--- src/rtl/instr_sequencer_pkg.sv ---
// Shared definitions for the instruction sequencer: the instruction word
// layout, the sequencer state encoding and the decoded field bundle.
package instr_sequencer_pkg;

  // Instruction word width, fixed by the field layout below.
  localparam int INSTR_W = 20;

  // Bit positions of each field inside an instruction word.
  localparam int F_MSB      = 19;
  localparam int F_LSB      = 17;
  localparam int ASEL_BIT   = 16;
  localparam int WEN_BIT    = 15;
  localparam int WADDR_MSB  = 14;
  localparam int WADDR_LSB  = 13;
  localparam int RA_MSB     = 12;
  localparam int RA_LSB     = 11;
  localparam int RB_MSB     = 10;
  localparam int RB_LSB     = 9;
  localparam int HALT_BIT   = 8;
  localparam int IMM_MSB    = 7;
  localparam int IMM_LSB    = 0;

  // Sequencer states.
  typedef enum logic [1:0] {
    ST_IDLE   = 2'd0,
    ST_FETCH  = 2'd1,
    ST_EXEC   = 2'd2,
    ST_HALTED = 2'd3
  } seq_state_t;

  // One instruction word split into its named fields.
  typedef struct packed {
    logic [2:0] f;
    logic       aSel;
    logic       wEn;
    logic [1:0] wAddr;
    logic [1:0] raAddr;
    logic [1:0] rbAddr;
    logic       halt;
    logic [7:0] imm;
  } instr_fields_t;

  // All-zero field bundle, used as the reset value of the output registers.
  localparam instr_fields_t FIELDS_ZERO = '0;

  // Split a raw word into fields by position.
  function automatic instr_fields_t decodeWord(input logic [INSTR_W-1:0] word);
    instr_fields_t fields;
    fields.f      = word[F_MSB:F_LSB];
    fields.aSel   = word[ASEL_BIT];
    fields.wEn    = word[WEN_BIT];
    fields.wAddr  = word[WADDR_MSB:WADDR_LSB];
    fields.raAddr = word[RA_MSB:RA_LSB];
    fields.rbAddr = word[RB_MSB:RB_LSB];
    fields.halt   = word[HALT_BIT];
    fields.imm    = word[IMM_MSB:IMM_LSB];
    return fields;
  endfunction

endpackage

--- src/rtl/instr_sequencer_decode.sv ---
// Purely combinational instruction decoder: raw instruction word in,
// named control fields out. Shared by the sequencer and the assembler bench.
module instr_decode
  import instr_sequencer_pkg::*;
(
  input  logic [INSTR_W-1:0] i_word,
  output instr_fields_t      o_fields
);

  // Field split is a fixed rewiring of the word bits.
  always_comb begin
    o_fields = decodeWord(i_word);
  end

endmodule

--- src/rtl/instr_sequencer.sv ---
// Instruction sequencer: fetches words from a synchronous instruction memory,
// registers the decoded control fields and drives the datapath control bundle.
// Two cycles per instruction (FETCH then EXEC); supports continuous run,
// single step and halt-on-flag with a clear back to address zero.
module instr_sequencer #(
  parameter int PC_W    = 4,
  parameter int INSTR_W = instr_sequencer_pkg::INSTR_W
) (
  input  logic               Clock_50,
  input  logic               Resetn,
  input  logic               start,
  input  logic               step,
  input  logic               clr,
  output logic [PC_W-1:0]    imem_addr,
  input  logic [INSTR_W-1:0] imem_data,
  output logic [1:0]         W_addr,
  output logic               W_en,
  output logic [1:0]         RA_addr,
  output logic [1:0]         RB_addr,
  output logic [7:0]         Imm,
  output logic               A_sel,
  output logic [2:0]         F,
  output logic [PC_W-1:0]    pc,
  output logic               busy,
  output logic               halted
);

  import instr_sequencer_pkg::*;

  seq_state_t    r_state;
  seq_state_t    w_nextState;
  logic          r_oneShot;
  logic          w_oneShotNext;
  logic [PC_W-1:0] r_pc;
  instr_fields_t r_fields;
  instr_fields_t w_decoded;
  logic          w_loadFields;
  logic          w_pcIncr;
  logic          w_pcClear;

  instr_decode u_decode (
    .i_word   (imem_data),
    .o_fields (w_decoded)
  );

  // Next-state logic and per-state control strobes.
  always_comb begin
    w_nextState   = r_state;
    w_oneShotNext = r_oneShot;
    w_loadFields  = 1'b0;
    w_pcIncr      = 1'b0;
    w_pcClear     = 1'b0;
    case (r_state)
      ST_IDLE: begin
        if (start) begin
          w_nextState   = ST_FETCH;
          w_oneShotNext = 1'b0;
        end else if (step) begin
          w_nextState   = ST_FETCH;
          w_oneShotNext = 1'b1;
        end
      end
      ST_FETCH: begin
        w_loadFields = 1'b1;
        w_nextState  = ST_EXEC;
      end
      ST_EXEC: begin
        w_pcIncr = 1'b1;
        if (r_fields.halt) begin
          w_nextState   = ST_HALTED;
          w_oneShotNext = 1'b0;
        end else if (r_oneShot || !start) begin
          w_nextState   = ST_IDLE;
          w_oneShotNext = 1'b0;
        end else begin
          w_nextState = ST_FETCH;
        end
      end
      ST_HALTED: begin
        if (clr) begin
          w_nextState = ST_IDLE;
          w_pcClear   = 1'b1;
        end
      end
      default: begin
        w_nextState   = ST_IDLE;
        w_oneShotNext = 1'b0;
      end
    endcase
  end

  // State and one-shot flag registers.
  always_ff @(posedge Clock_50 or negedge Resetn) begin
    if (!Resetn) begin
      r_state   <= ST_IDLE;
      r_oneShot <= 1'b0;
    end else begin
      r_state   <= w_nextState;
      r_oneShot <= w_oneShotNext;
    end
  end

  // Program counter: advances when an instruction retires, cleared from HALTED.
  always_ff @(posedge Clock_50 or negedge Resetn) begin
    if (!Resetn) begin
      r_pc <= '0;
    end else if (w_pcClear) begin
      r_pc <= '0;
    end else if (w_pcIncr) begin
      r_pc <= r_pc + PC_W'(1);
    end
  end

  // Decoded fields are captured at the end of FETCH and held until the next one.
  always_ff @(posedge Clock_50 or negedge Resetn) begin
    if (!Resetn) begin
      r_fields <= FIELDS_ZERO;
    end else if (w_loadFields) begin
      r_fields <= w_decoded;
    end
  end

  // Write enable is only live during EXEC so idle or halted cycles never write.
  always_comb begin
    W_en = (r_state == ST_EXEC) && r_fields.wEn;
  end

  assign imem_addr = r_pc;
  assign pc        = r_pc;
  assign W_addr    = r_fields.wAddr;
  assign RA_addr   = r_fields.raAddr;
  assign RB_addr   = r_fields.rbAddr;
  assign Imm       = r_fields.imm;
  assign A_sel     = r_fields.aSel;
  assign F         = r_fields.f;
  assign busy      = (r_state == ST_FETCH) || (r_state == ST_EXEC);
  assign halted    = (r_state == ST_HALTED);

endmodule
--- config.mk ---
export PLATFORM = sky130hd
export DESIGN_NAME = instr_sequencer
export DESIGN_NICKNAME = d
export VERILOG_FILES = /design/src/rtl/instr_sequencer_pkg.sv /design/src/rtl/instr_sequencer_decode.sv /design/src/rtl/instr_sequencer.sv
export SDC_FILE = /design/constraint.sdc
export NUM_CORES = 1
export LEC_CHECK = 0
export CAP_MARGIN = 20
export CORE_UTILIZATION = 25
export CTS_CLUSTER_SIZE = 25
export DETAILED_ROUTE_END_ITERATION = 8
export GPL_ROUTABILITY_DRIVEN = 1
export SLEW_MARGIN = 20
export SYNTH_ARGS = -nofsm -noshare
export SYNTH_HDL_FRONTEND = slang
export SYNTH_SLANG_ARGS = --single-unit
--- constraint.sdc ---
create_clock -name Clock_50 -period 2.15 [get_ports Clock_50]
set_input_delay 0.645 -clock Clock_50 [delete_from_list [all_inputs] [get_ports Clock_50]]
set_output_delay 0.645 -clock Clock_50 [all_outputs]
set_load 0.02 [all_outputs]
==> summary.md <==
| Metric | Value |
|---|---|
| Layout Nets | `between 150 and 200` |
| Core footprint | `between 0.005 and 0.006 mm²` |
| Post-synthesis simple-gate area fraction | `under 10%` |
| Synth Area in Compound Gates | `between 4 and 5%` |
| Multiplexer area fraction after synthesis | `approximately a fifth` |
| Drt first pass iters | `4` |
| Status | `completed` |
| WL met3 | `between 100 and 150 µm` |
| DP HPWL | `between 1500 and 2000 µm` |
| P_leak | `approximately 0.78 nW` |
| Drt drc | `0` |
| Avg Vias per Cell | `around 4.2` |
| Cts hold-fix bufs | `0` |
| Measured slew at the worst slew-check pin | `345 ps` |
| Synth top area share | `50.3%` |
| Worst Path Required | `around 1500 ps` |
| Sink Count | `27` |
| Area Growth Syn to Fin | `38.6%` |
| Max VDD drop | `roughly 0.00065 V` |
| Worst path buffer plus inverter count | `2` |
| RSZ-0062 raised after global routing | `no` |
| Syn Inst Count | `104` |
| Biggest cell delay along the critical path | `400 ps` |
| Synth warn | `0` |
| Yosys cell types | `22` |
| Met2 Wirelength | `between 1000 and 1500 µm` |
| Fin. Hold Viols | `0` |
| Xor-xnor portion of the synthesized cell area | `under 10%` |
| Row count | `26` |
| Max Fclk | `~0.5 GHz` |
| Starting Density | `26.1%` |
| First-pass GRT wire length | `3960 µm` |
| Crit share post-route | `93.1%` |
| Post-Route Setup TNS | `0 ps` |
| CP max FO | `4` |
| Largest net degree at the start of global routing | `28` |
| WP data arrival | `between 1000 and 1500 ps` |
| DR vias | `between 800 and 900` |
| Register area share after synthesis | `between 50 and 60%` |
| Grt total ovfl | `0` |
| Worst setup SP type | `flop` |
| Main combinational cell family by area after synthesis | `multiplexers` |
| Antenna Violating Nets Remaining | `0` |
| Port Buf Inserts | `53` |
| Yosys top cell by area | `dfrtp_1` |
| Clk buf depth | `2` |
| Diode count | `0` |
| Placed standard-cell area | `roughly 0.0018 mm²` |
| Post-layout instance area | `around 0.0019 mm²` |
| CP max stage cell | `dfrtp_1` |
| Final setup fails | `0` |
| Clk pin slew, worst setup/hold paths | `~90 ps` |
| Gr usage total | `about a tenth` |
| Die height | `between 70 and 80 µm` |
| Htree depth | `1` |
| Root buffer cell | `clkbuf_8` |
| Routed length on met1 | `between 1000 and 1500 µm` |
| Syn avg cell area | `between 10 and 15 µm²` |
| Cells along the critical path | `buf_4 > ha_1 > and2_1 > buf_2` |
| Worst skew pair latency | `between 200 and 300 ps` |
| Crit path kind | `flop to primary output` |
| Cell Area, Synth | `approximately 0.0013 mm²` |
| Die area | `0.00567 mm²` |
| Power per Cell Area | `1550 mW/mm²` |
| #FFs+latches synth | `27` |
| Minimum clock period | `2000 ps` |
| Net count after synthesis | `136` |
| 1st-iter DRT viols | `31` |
| Gpl congestion | `roughly 0.85` |
| Wire per inst | `approximately 12 µm` |
| Max-cap viol count | `0` |
| Total wire length | `~2600 µm` |
| Crit. End Element | `primary output` |
| Die width | `roughly 75 µm` |
| Initial antenna violation count | `0` |
| Ports | `54` |
| Worst Skew | `approximately 4 ps` |
| CP top delay family | `flip-flops` |
| CTS tree | `yes` |
| Fraction of layout cells with a size suffix above 1 | `between 20 and 25%` |
| Synth area leaders | `dfrtp_1 50%, mux2_2 17%, buf_4 12%, ha_1 6.5%, a21oi_1 2.2%` |
| Worst min path class | `flop to flop` |
| Uppermost routed layer | `met4` |
| Final slew viol count | `0` |
| Synth Area in Adders | `under 10%` |
| Worst slew margin | `between 70 and 80%` |
| Number of buffers created by CTS | `3` |
| Number of global-route vias before repair | `900` |
==> flip-flops by register name, indices dropped and copies added (netlist names), 2 cells and up <==
name       cells
RB_addr        2
F              3
imem_addr      4
r_fields       2
Imm            8
RA_addr        2
r_state        2
W_addr         2
==> placed cells by master, fill, tap and decap left out, drive strengths merged <==
master and count:
and3b 1, o21ai 1, ha 7, inv 3, xnor2 1, clkdlybuf4s50 50
a21oi 6, nor3b 1, buf 6, nand2 1, mux2i 3, a211oi 2
dfrtp 27, mux2 20, clkinvlp 1, nor2 1, clkbuf 3, xor2 2
nand4 1, and2 1, o31ai 1, dlygate4sd2 2, a2bb2oi 1
==> layer usage <==
layer  global-route usage (%)  up-vias
li1                         -      413
met1                     10.8      443
met2                     16.4       29
met3                     1.61        2
met4                     4.94        0
met5                        0        -
==> metrics by stage <==
step	worst slack, ps	util (%)	hold WS (ps)	cells	total power [mW]
floorplan	566	-	349	104	2.18
CTS	28.1	36.3	517	212	2.95
detailed placement	53.4	35.2	492	207	2.65
global route	73.6	36.2	532	212	3.09
global placement	104	35.2	486	207	2.58
finish	149	36.2	508	212	2.89
==> what timing repair did <==
item	4_1_cts	5_1_grt
hold endpoints to repair	0	0
setup endpoints to repair	3	1
setup buffers	1	0
resized for setup	5	1
==> final cells by class <==
class	instances	area [µm²]
Multi-Input combinational cell	50	477
Fill cell	526	3280
Sequential cell	27	676
Clock inverter	1	7.51
Timing Repair Buffer	58	561
Tap cell	70	87.6
Clock buffer	3	41.3
Inverter	3	11.3
==> Yosys cell counts <==
cell        n
nor3b_2     1
a211oi_1    2
ha_1        7
o31ai_1     1
mux2_2     20
and2_1      1
nand4_1     1
mux2i_1     3
o21ai_0     1
a2bb2oi_1   1
dfrtp_1    27
xor2_1      2
nand2_1     1
a21oi_1     6
nor2_1      1
xnor2_1     1
and3b_1     1
buf_2       2
buf_6       1
inv_2       1
inv_1       2
buf_4      21
==> final timing paths <==
check,from,end,slack [ps],depth (start not counted)
worst max-delay path,r_state[1]$_DFFE_PN0P_,W_en,150,4
worst min-delay path,r_fields[15]$_DFFE_PN0N_,r_fields[15]$_DFFE_PN0N_,510,1
worst max register to register,r_state[0]$_DFFE_PN0P_,r_state[0]$_DFFE_PN0P_,540,6
worst min register to register,r_fields[15]$_DFFE_PN0N_,r_fields[15]$_DFFE_PN0N_,510,1
max in group asynchronous,Resetn,imem_addr[0]$_DFFE_PN0P_,1150,2
min in group asynchronous,Resetn,A_sel$_DFFE_PN0N_,740,2
==> power breakdown <==
group / total, mW / leakage (nW) / switching [mW] / internal, mW
combinational: 1.68 / 0.438 / 0.789 / 0.887
sequential: 0.923 / 0.324 / 0.155 / 0.768
clock: 0.288 / 0.0217 / 0.157 / 0.131
total: 2.89 / 0.783 / 1.10 / 1.79
==> cells by family after synthesis <==
group / Yosys count
simple gates: 6
flops: 27
fa+ha+maj: 7
compound gates: 11
buf+inv: 27
mux: 23
xor+xnor: 3
Power figures use the tool's default switching activity.
